[config.mk]
export PLATFORM = sky130hd
export DESIGN_NAME = spi_controller
export DESIGN_NICKNAME = d
export VERILOG_FILES = /design/src/rtl/spi_controller.sv
export SDC_FILE = /design/constraint.sdc
export NUM_CORES = 1
export LEC_CHECK = 0
export CAP_MARGIN = 5
export CORE_MARGIN = 2
export CORE_UTILIZATION = 59
export CTS_CLUSTER_DIAMETER = 40
export DETAILED_ROUTE_END_ITERATION = 12
export GPL_TIMING_DRIVEN = 0
export PLACE_DENSITY = 0.84
export SLEW_MARGIN = 20
export SYNTH_ARGS = -nofsm -noshare
export SYNTH_HDL_FRONTEND = slang
export SYNTH_SLANG_ARGS = --single-unit
[constraint.sdc]
create_clock -name clk -period 6.17 [get_ports clk]
set_input_delay 1.851 -clock clk [delete_from_list [all_inputs] [get_ports clk]]
set_output_delay 1.851 -clock clk [all_outputs]
set_load 0.1 [all_outputs]
[src/rtl/spi_controller.sv]
// SPI mode-0 write/read command master: shifts one 16-bit frame {rw, addr, wdata}
// MSB first, then holds nCS high for an inter-frame gap before pulsing done.
module spi_controller #(
  parameter int CLK_DIV    = 4,
  parameter int GAP_CYCLES = 8
) (
  input  logic       clk,
  input  logic       rst,
  input  logic       start,
  input  logic       rw,
  input  logic [6:0] addr,
  input  logic [7:0] wdata,
  output logic       SCLK,
  output logic       COPI,
  output logic       nCS,
  output logic       busy,
  output logic       done
);

  // Handshake: start is sampled only in IDLE with busy low. busy stays high
  // through the done cycle, so the earliest next accept is the cycle after done.
  typedef enum logic [2:0] {
    IDLE    = 3'd0,
    SETUP   = 3'd1,
    SCLK_HI = 3'd2,
    SCLK_LO = 3'd3,
    HOLD    = 3'd4,
    GAP     = 3'd5
  } state_t;

  localparam logic [7:0] DIV_LAST = 8'(CLK_DIV - 1);
  localparam logic [7:0] GAP_LAST = 8'(GAP_CYCLES - 1);

  state_t      state;
  logic [7:0]  div_cnt;
  logic [3:0]  bit_cnt;
  logic [15:0] shift;

  always_ff @(posedge clk) begin
    if (rst) begin
      state   <= IDLE;
      div_cnt <= '0;
      bit_cnt <= '0;
      shift   <= '0;
      SCLK    <= 1'b0;
      COPI    <= 1'b0;
      nCS     <= 1'b1;
      busy    <= 1'b0;
      done    <= 1'b0;
    end else begin
      case (state)
        IDLE: begin
          done    <= 1'b0;
          busy    <= 1'b0;
          div_cnt <= '0;
          bit_cnt <= '0;
          if (start && !busy) begin
            shift <= {rw, addr, wdata};
            COPI  <= rw;
            nCS   <= 1'b0;
            busy  <= 1'b1;
            state <= SETUP;
          end
        end
        SETUP: begin
          if (div_cnt == DIV_LAST) begin
            div_cnt <= '0;
            SCLK    <= 1'b1;
            state   <= SCLK_HI;
          end else begin
            div_cnt <= div_cnt + 8'd1;
          end
        end
        SCLK_HI: begin
          if (div_cnt == DIV_LAST) begin
            div_cnt <= '0;
            SCLK    <= 1'b0;
            if (bit_cnt == 4'd15) begin
              state <= HOLD;
            end else begin
              // Next bit is presented on the falling edge, a half period before the rise.
              shift   <= {shift[14:0], 1'b0};
              COPI    <= shift[14];
              bit_cnt <= bit_cnt + 4'd1;
              state   <= SCLK_LO;
            end
          end else begin
            div_cnt <= div_cnt + 8'd1;
          end
        end
        SCLK_LO: begin
          if (div_cnt == DIV_LAST) begin
            div_cnt <= '0;
            SCLK    <= 1'b1;
            state   <= SCLK_HI;
          end else begin
            div_cnt <= div_cnt + 8'd1;
          end
        end
        HOLD: begin
          if (div_cnt == DIV_LAST) begin
            div_cnt <= '0;
            nCS     <= 1'b1;
            COPI    <= 1'b0;
            state   <= GAP;
          end else begin
            div_cnt <= div_cnt + 8'd1;
          end
        end
        GAP: begin
          if (div_cnt == GAP_LAST) begin
            div_cnt <= '0;
            done    <= 1'b1;
            state   <= IDLE;
          end else begin
            div_cnt <= div_cnt + 8'd1;
          end
        end
        default: state <= IDLE;
      endcase
    end
  end

endmodule

==> results.py, run 1 <==
metrics = {
    "timing": {
        "fin_crit_sh_pct": 60.2,
        "worst_pin_slew_ps": 960,
        "finClkSkew_ps": 11.2,
        "setup_violations": 0,
        "tns_ps": 0,
        "hold_ws_ps": 484,
        "fin_crit_ps": 3710,
        "drv_slew": 0,
        "relSlewSlack_pct": 35.8,
        "rsz0062_at_grt": "false",
        "clock.fmax_mhz": 269,
        "hold_viol": 0,
    },
    "placed_design": {
        "placed_area_mm2": 0.00217,
        "dp_cells": 279,
        "port_buffers": 23,
        "hpwlAfterDp_um": 2540,
        "place.gp.congestion": 0.904,
    },
    "power_and_ir_drop": {
        "finalPower_w": 0.000476,
        "power_density_mw_per_mm2": 214,
        "peakVddDrop_mv": 0.153,
        "p_leak_nw": 0.756,
    },
    "cells_and_area": {
        "drive_above_1_share_pct": 15.6,
        "final_cell_area_mm2": 0.00223,
        "syn2layout_area_growth_pct": 18.2,
        "diodes": 0,
        "nets": 263,
        "instances_no_fill": 287,
    },
    "global_routing": {
        "grt_pass1_wl_um": 6000,
        "overflow": 0,
        "grt_antenna_before_repair": 0,
        "grt_pass1_vias": 1392,
        "grt_max_degree": 13,
        "gr-usage-all-layers_pct": 21.8,
    },
    "floorplan": {
        "ioPinCount": 24,
        "fp.dieArea_mm2": 0.00366,
        "initial_core_util_pct": 61.8,
        "design.core.area_mm2": 0.00305,
        "die_w_um": 60.5,
        "die_h_um": 60.5,
        "row_count": 20,
    },
    "synth": {
        "post_synth.cell_area_avg_um2": 8.89,
        "synthFlopType": "dfxtp_1",
        "synth.distinct_cells": 43,
        "ys_seq_area_share_pct": 37.2,
        "synth.top_cells.by_area": "dfxtp_1, mux2i_1, a211oi_2, nor2_1, nand2_1",
        "syn_area_mm2": 0.00189,
        "synth_edf_count": 0,
        "synth.most_common_cell": "dfxtp_1",
        "synthDominantCellAreaShare_pct": 37.2,
        "postSynth.asyncResetShare_pct": 0,
        "synth_nets": 233,
        "yosys-top-cells-count": "dfxtp_1, nor2_1, nand2_1",
        "yosysWarnings": 0,
        "synth_top_area_cell": "dfxtp_1",
        "syn_inst": 212,
        "ys_ff_latch": 35,
    },
    "worst_setup_path": {
        "cp_top_family": "buffers and inverters",
        "worstSetupPathType": "reg2out",
        "rr_worst_depth": 6,
        "start_kind": "flip-flop",
        "crit_path_max_fanout": 3,
        "crit_arrival_ps": 1860,
        "path_buf_inv": 1,
        "crit_chain": "clkdlybuf4s50_1",
        "end_kind": "output pin",
        "cp.depth": 1,
        "required_ps": 4320,
        "cpMaxStageDelayCell": "clkdlybuf4s50_1",
        "cp_slowest_stage_delay_ps": 1140,
    },
    "clocking": {
        "post-cts-setup-buffers": 0,
        "cts_sinks": 35,
        "clkLatencyLatePin_ps": 350,
        "cts_buffer_depth": 2,
        "postCtsHoldBufs": 0,
        "cts_tree": "built",
        "htree_levels": 2,
        "root_buffer": "clkbuf_4",
        "cts_buffers": 5,
        "clk_pin_slew_ps": 110,
        "post_cts_resized": 0,
    },
    "run": {
        "drv_cap": 0,
    },
    "worst_hold_path": {
        "hold_depth": 2,
        "hold_class": "reg2reg",
    },
    "routing": {
        "finalWirelength_um": 3650,
        "drt_pass1_iterations": 4,
        "drc": 0,
        "first_iter_violations": 96,
        "wl_per_cell_um": 12.7,
        "viasPerCell": 5.59,
        "ant_nets": 0,
        "via_count": 1603,
    },
    "status": {
        "status": "complete, no violations",
    },
}
## layout by cell type (no fill, tap or decap), types with 2 or more instances in the layout
cell,Yosys,routed
o21a_1,2,2
nand2b_1,2,2
or2_2,3,3
a211oi_2,14,14
buf_6,4,4
nand3_1,8,8
inv_1,2,2
clkbuf_4,0,5
a21o_1,2,2
o21ai_0,9,9
nand2_1,20,20
a22oi_1,2,2
clkbuf_1,9,9
and3_1,2,2
clkinvlp_4,0,2
nor3_1,6,6
clkdlybuf4s50_1,0,23
a31oi_1,3,3
dfxtp_1,35,35
nor2b_1,2,2
ha_1,2,2
a21oi_1,8,8
xor2_1,5,5
and2_1,2,2
nor4_2,2,2
mux2i_1,18,18
a211oi_1,2,2
nor2_1,30,30
## cell families after synthesis
| family | Yosys count | share of synthesized area, % |
|---|---|---|
| AO/OA/AOI/OAI | 51 | 23.1 |
| XOR/XNOR | 5 | 2.32 |
| adder cells (fa/ha/maj) | 2 | 1.33 |
| buffers and inverters | 17 | 5.04 |
| flip-flops | 35 | 37.2 |
| multiplexers | 19 | 10.2 |
| AND/OR/NAND/NOR | 83 | 20.9 |
## final cells by class
| cell class | count | area [um^2] |
|---|---|---|
| flip-flops and latches | 35 | 701 |
| plain buffers | 15 | 87.6 |
| inverters | 2 | 7.51 |
| repair buffers | 23 | 230 |
| fillers | 251 | 825 |
| clock buffers | 5 | 37.5 |
| multi-input cells | 160 | 1090 |
| clock inverters | 3 | 20.0 |
| well taps | 44 | 55.1 |
## flip-flops by register name, summed over array words and instances, names as in the netlist
register,count
div_cnt,8
nCS,1
done,1
SCLK,1
busy,1
shift,15
COPI,1
bit_cnt,4
state,3
## power breakdown
part | leakage [nW] | switching, W | internal, W | total, W
clock network | 0.0272 | 0.0000839 | 0.0000435 | 0.000127
logic | 0.442 | 0.0000577 | 0.0000425 | 0.000100
registers | 0.286 | 0.00000793 | 0.000241 | 0.000249
total | 0.756 | 0.000150 | 0.000327 | 0.000476
## metal layers
metal | global-route usage [%] | vias up | share of wire [%]
li1 | - | 818 | -
met1 | 29.3 | 748 | 47
met2 | 33.9 | 31 | 47
met3 | 5.12 | 6 | 4.6
met4 | 9.32 | 0 | 1.4
met5 | 0 | - | 0
## final timing paths
path / to / slack [ps] / from
worst max-delay path: busy / 2460 / busy$_SDFFE_PP0N_
worst min register to register: bit_cnt[1]$_SDFFE_PP0P_ / 480 / bit_cnt[1]$_SDFFE_PP0P_
worst max register to register: div_cnt[5]$_SDFFE_PP0P_ / 3910 / div_cnt[0]$_SDFFE_PP0P_
worst min-delay path: bit_cnt[1]$_SDFFE_PP0P_ / 480 / bit_cnt[1]$_SDFFE_PP0P_
## metrics by stage
stage	utilization, %	worst slack, ps
floorplan	-	3250
global placement	71.1	2720
detailed placement	71.1	2720
CTS	73.0	2450
global route	73.0	2390
finish	73.0	2460
Note: power is estimated with default switching activity, not from simulation.
==> run 2, diff against run 1 <==
Settings changed: CORE_UTILIZATION 59 to 49, PLACE_DENSITY 0.84 to 0.75.
Clock period 6.17 ns to 3.3 ns, I/O delays scaled along.
==> run 2 against run 1 <==
Compared with the run above:
- die area rose by 19%
- worst hold slack got worse by 9.6 ps
- critical endpoint unchanged
- largest cell class unchanged
- final cell count rose by 1.0%
==> results.py, run 2 (synthesized netlist as in run 1, its figures left out) <==
metrics = {
    "clocking": {
        "post_cts_resized": 0,
        "htree_levels": 2,
        "clkLatencyLatePin_ps": 280,
        "cts_sinks": 35,
        "cts_buffer_depth": 2,
        "cts_buffers": 5,
        "clk_pin_slew_ps": 70,
        "postCtsHoldBufs": 0,
        "root_buffer": "clkbuf_8",
        "cts_tree": "built",
        "post-cts-setup-buffers": 0,
    },
    "timing": {
        "tns_ps": 0,
        "hold_viol": 0,
        "finClkSkew_ps": 4.68,
        "relSlewSlack_pct": 35.7,
        "fin_crit_sh_pct": 83.9,
        "drv_slew": 0,
        "fin_crit_ps": 2770,
        "rsz0062_at_grt": "false",
        "setup_violations": 0,
        "clock.fmax_mhz": 361,
        "worst_pin_slew_ps": 961,
    },
    "placed_design": {
        "port_buffers": 23,
        "hpwlAfterDp_um": 2690,
        "place.gp.congestion": 0.819,
    },
    "routing": {
        "drc": 0,
        "first_iter_violations": 58,
        "drt_pass1_iterations": 4,
        "finalWirelength_um": 3790,
        "via_count": 1574,
        "ant_nets": 0,
        "viasPerCell": 5.43,
        "wl_per_cell_um": 13.1,
    },
    "cells_and_area": {
        "largest_reg_flops": 15,
        "final_util_pct": 61.4,
        "nets": 263,
        "syn2layout_area_growth_pct": 20.0,
        "diodes": 0,
        "nFillCells": 326,
        "multi_input_area_mm2": 0.00109,
        "final_common_cell": "dfxtp_1",
        "final_cell_mix": "dfxtp_1, nor2_1, clkdlybuf4s50_1",
        "drive_above_1_share_pct": 15.3,
        "top_register": "shift",
        "regArea_um2": 701,
        "layout_top_registers": "shift: 15 flops, div_cnt: 8 flops, bit_cnt: 4 flops",
    },
    "power_and_ir_drop": {
        "p_seq_share_pct": 48.3,
        "p_sw_w": 0.000270,
        "p_comb_share_pct": 19.5,
        "clkPwrFrac_pct": 32.2,
        "p_leak_nw": 0.775,
        "swShare_pct": 28.0,
        "peakVddDrop_mv": 0.285,
        "p_int_w": 0.000693,
        "power_density_mw_per_mm2": 426,
    },
    "floorplan": {
        "die_h_um": 66.0,
        "design.core.area_mm2": 0.00369,
        "row_count": 22,
        "ioPinCount": 24,
        "initial_core_util_pct": 51.1,
        "die_w_um": 66.0,
        "fp.dieArea_mm2": 0.00436,
    },
    "worst_hold_path": {
        "hold_class": "reg2reg",
    },
    "global_routing": {
        "overflow": 0,
        "grt_max_degree": 11,
        "grt_antenna_before_repair": 0,
        "gr-usage-all-layers_pct": 19.3,
        "grt_pass1_wl_um": 6420,
        "grt_pass1_vias": 1451,
    },
    "worst_setup_path": {
        "cpMaxStageDelayCell": "clkdlybuf4s50_1",
        "end_kind": "output pin",
        "cp_slowest_stage_delay_ps": 1140,
        "crit_path_max_fanout": 3,
        "worstSetupPathType": "reg2out",
        "cp_top_family": "buffers and inverters",
        "start_kind": "flip-flop",
        "crit_arrival_ps": 1780,
        "crit_chain": "clkdlybuf4s50_1",
        "required_ps": 2310,
        "path_buf_inv": 1,
    },
    "run": {
        "drv_cap": 0,
    },
    "status": {
        "status": "complete, no violations",
    },
}
## run 2: cell types whose count changed in the layout (fill, tap and decap cells not counted)
cell / delta
clkbuf_8: +6
clkinvlp_4: -2
clkbuf_4: -5
## run 2: power groups by stage
| stage | logic, W | registers [W] | clock network [W] |
|---|---|---|---|
| after floorplan | 0.000113 | 0.000498 | 0 |
| after global placement | 0.000187 | 0.000474 | 0 |
| after detailed placement | 0.000189 | 0.000474 | 0 |
| after CTS | 0.000190 | 0.000465 | 0.000320 |
| after global routing | 0.000205 | 0.000468 | 0.000340 |
| final | 0.000188 | 0.000465 | 0.000311 |
## run 2: final cells by class
cell class | count | share of cell area [%]
well taps | 48 | 2.65
plain buffers | 15 | 3.87
inverters | 2 | 0.332
repair buffers | 23 | 10.2
clock buffers | 6 | 3.65
clock inverters | 1 | 0.221
multi-input cells | 160 | 48.1
flip-flops and latches | 35 | 31.0
## run 2: worst paths after layout
check                                              from                      end  slack [ps]  cells after the start
worst min-delay path            bit_cnt[1]$_SDFFE_PP0P_  bit_cnt[1]$_SDFFE_PP0P_         470                      2
worst max-delay path                  busy$_SDFFE_PP0N_                     busy         530                      1
worst max register to register  div_cnt[0]$_SDFFE_PP0P_  div_cnt[4]$_SDFFE_PP0P_        1050                      6
worst min register to register  bit_cnt[1]$_SDFFE_PP0P_  bit_cnt[1]$_SDFFE_PP0P_         470                      2
## run 2: metrics by stage
step | hold WS [ps] | total power (W) | setup WS (ps) | instance area [um^2] | std cells
6_report | 475 | 0.000964 | 531 | 2260 | 290
4_1_cts | 479 | 0.000975 | 516 | 2260 | 290
3_3_place_gp | 462 | 0.000661 | 719 | 2180 | 283
2_1_floorplan | 444 | 0.000611 | 1240 | 1890 | 212
5_1_grt | 494 | 0.00101 | 501 | 2260 | 290
3_5_place_dp | 469 | 0.000663 | 719 | 2180 | 283
## run 2: routing by layer
layer | share of wire, % | track usage [%] | up-vias
met4 | 1.4 | 7.65 | 0
met1 | 49 | 24.2 | 731
met5 | 0 | 0 | -
met3 | 3.6 | 5.11 | 7
met2 | 46 | 31.6 | 20
li1 | - | - | 816
==> run 3, diff against run 2 <==
Settings changed: CORE_UTILIZATION 49 to 55, PLACE_DENSITY 0.75 to 0.79.
Clock period 3.3 ns to 2.7 ns, I/O delays scaled along.
==> run 3 against run 2 <==
Compared with the run above:
- global-route usage is 1.2 points higher
- power is 32% higher
- clock skew is 1.4 ps higher
- final cell count is 0.34% lower
- design area is 0.72% higher
- register-to-register slack worse by 560 ps
- sequential share of layout area is 0.22 points lower
==> results.py, run 3 (synthesized netlist as in run 1, its figures left out) <==
metrics = {
    "timing": {
        "relSlewSlack_pct": 34.6,
        "hold_viol": 0,
        "timing.final.ws_setup_ps": 53.5,
        "finClkSkew_ps": 6.07,
        "fin_crit_ps": 2650,
        "tns_ps": 0,
        "clock.fmax_mhz": 378,
        "rsz0062_at_grt": "false",
        "setup_violations": 0,
        "worst_pin_slew_ps": 978,
        "drv_slew": 0,
        "fin_crit_sh_pct": 98.0,
    },
    "cells_and_area": {
        "largest_reg_flops": 15,
        "nFillCells": 291,
        "diodes": 0,
        "top_register": "shift",
        "final_util_pct": 68.9,
        "multi_input_area_mm2": 0.00109,
        "regArea_um2": 701,
        "layout_top_registers": "shift: 15 flops, div_cnt: 8 flops, bit_cnt: 4 flops",
        "final_common_cell": "dfxtp_1",
        "instances_no_fill": 289,
        "syn2layout_area_growth_pct": 20.9,
        "final_cell_mix": "dfxtp_1, nor2_1, clkdlybuf4s50_1",
        "nets": 263,
        "drive_above_1_share_pct": 15.2,
    },
    "routing": {
        "wl_met1_um": 1750,
        "wl_met2_um": 1750,
        "via_count": 1614,
        "wl_per_cell_um": 13.0,
        "ant_nets": 0,
        "highest_layer": "met4",
        "drc": 0,
        "drt_pass1_iterations": 4,
        "first_iter_violations": 85,
        "wl_met3_um": 187,
        "finalWirelength_um": 3760,
        "viasPerCell": 5.58,
    },
    "worst_setup_path": {
        "start_kind": "flip-flop",
        "crit_arrival_ps": 1840,
        "cp_top_family": "buffers and inverters",
        "cp_slowest_stage_delay_ps": 1130,
        "path_buf_inv": 1,
        "required_ps": 1890,
        "crit_path_max_fanout": 3,
        "worstSetupPathType": "reg2out",
        "cpMaxStageDelayCell": "clkdlybuf4s50_1",
        "crit_chain": "clkdlybuf4s50_1",
        "end_kind": "output pin",
    },
    "power_and_ir_drop": {
        "p_leak_nw": 0.803,
        "clkPwrFrac_pct": 37.2,
        "p_sw_w": 0.000333,
        "power_density_mw_per_mm2": 557,
        "p_int_w": 0.000936,
        "p_comb_share_pct": 18.1,
        "peakVddDrop_mv": 0.365,
        "swShare_pct": 26.2,
        "p_seq_share_pct": 44.7,
    },
    "clocking": {
        "cts_buffers": 5,
        "root_buffer": "clkbuf_4",
        "htree_levels": 2,
        "cts_buffer_depth": 2,
        "cts_sinks": 35,
        "postCtsHoldBufs": 0,
        "clk_pin_slew_ps": 110,
        "cts_tree": "built",
        "clkLatencyLatePin_ps": 350,
    },
    "global_routing": {
        "grt_max_degree": 12,
        "grt_antenna_before_repair": 0,
        "grt_pass1_vias": 1408,
        "overflow": 0,
        "gr-usage-all-layers_pct": 20.5,
        "grt_pass1_wl_um": 6340,
    },
    "floorplan": {
        "design.core.area_mm2": 0.00331,
        "die_h_um": 62.6,
        "ioPinCount": 24,
        "initial_core_util_pct": 57.0,
        "die_w_um": 62.6,
        "row_count": 21,
        "fp.dieArea_mm2": 0.00391,
    },
    "run": {
        "drv_cap": 0,
    },
    "placed_design": {
        "hpwlAfterDp_um": 2630,
        "place.gp.congestion": 0.830,
        "place_ws_ps": 275,
        "port_buffers": 23,
        "dp_cells": 281,
    },
    "status": {
        "status": "complete, no violations",
    },
    "worst_hold_path": {
        "hold_class": "reg2reg",
    },
}
-- run 3: changes by cell type in the layout (fill, tap and decap cells not counted) --
cell             before  now
dlymetal6s2s_1        0    2
clkbuf_4              0    5
bufinv_16             0    2
clkinv_2              1    0
clkbuf_8              6    0
clkdlybuf4s50_1      23   21
clkbuf_1              9   10
-- run 3: power groups by stage --
stage               combinational, W  sequential [W]  clock, W
detailed placement          0.000231        0.000580         0
global placement            0.000228        0.000578         0
floorplan                   0.000138        0.000609         0
finish                      0.000230        0.000567  0.000471
global route                0.000251        0.000572  0.000501
CTS                         0.000232        0.000568  0.000477
-- run 3: cell type report --
class,count,share of cell area [%]
Multi-Input combinational cell,160,47.8
Buffer,15,3.84
Clock inverter,2,2.63
Clock buffer,6,1.81
Timing Repair Buffer,23,10.3
Sequential cell,35,30.7
Inverter,2,0.329
Tap cell,46,2.52
-- run 3: worst paths after layout --
| kind | startpoint | endpoint | slack [ps] | cells past startpoint |
|---|---|---|---|---|
| setup reg to reg | div_cnt[0]$_SDFFE_PP0P_ | div_cnt[3]$_SDFFE_PP0P_ | 490 | 6 |
| hold reg to reg | bit_cnt[1]$_SDFFE_PP0P_ | bit_cnt[1]$_SDFFE_PP0P_ | 480 | 2 |
| hold / removal | bit_cnt[1]$_SDFFE_PP0P_ | bit_cnt[1]$_SDFFE_PP0P_ | 480 | 2 |
| setup / recovery | done$_SDFFE_PP0P_ | done | 50 | 1 |
-- run 3: per-stage QoR --
stage	hold WS (ps)	total power [W]	instance area, um^2
after detailed placement	469	0.000811	2170
after floorplan	444	0.000747	1890
after global routing	506	0.00132	2280
after global placement	465	0.000806	2170
final	482	0.00127	2280
after CTS	486	0.00128	2270
-- run 3: routing by layer --
metal	up-vias	track usage (%)
met5	-	0
met4	0	10.0
met3	8	5.95
met2	33	33.2
met1	748	24.8
li1	825	-
-- run 3: repair_timing --
item,4_1_cts,5_1_grt
buffers inserted,0,0
setup endpoints to repair,0,2
gates resized for setup,0,2
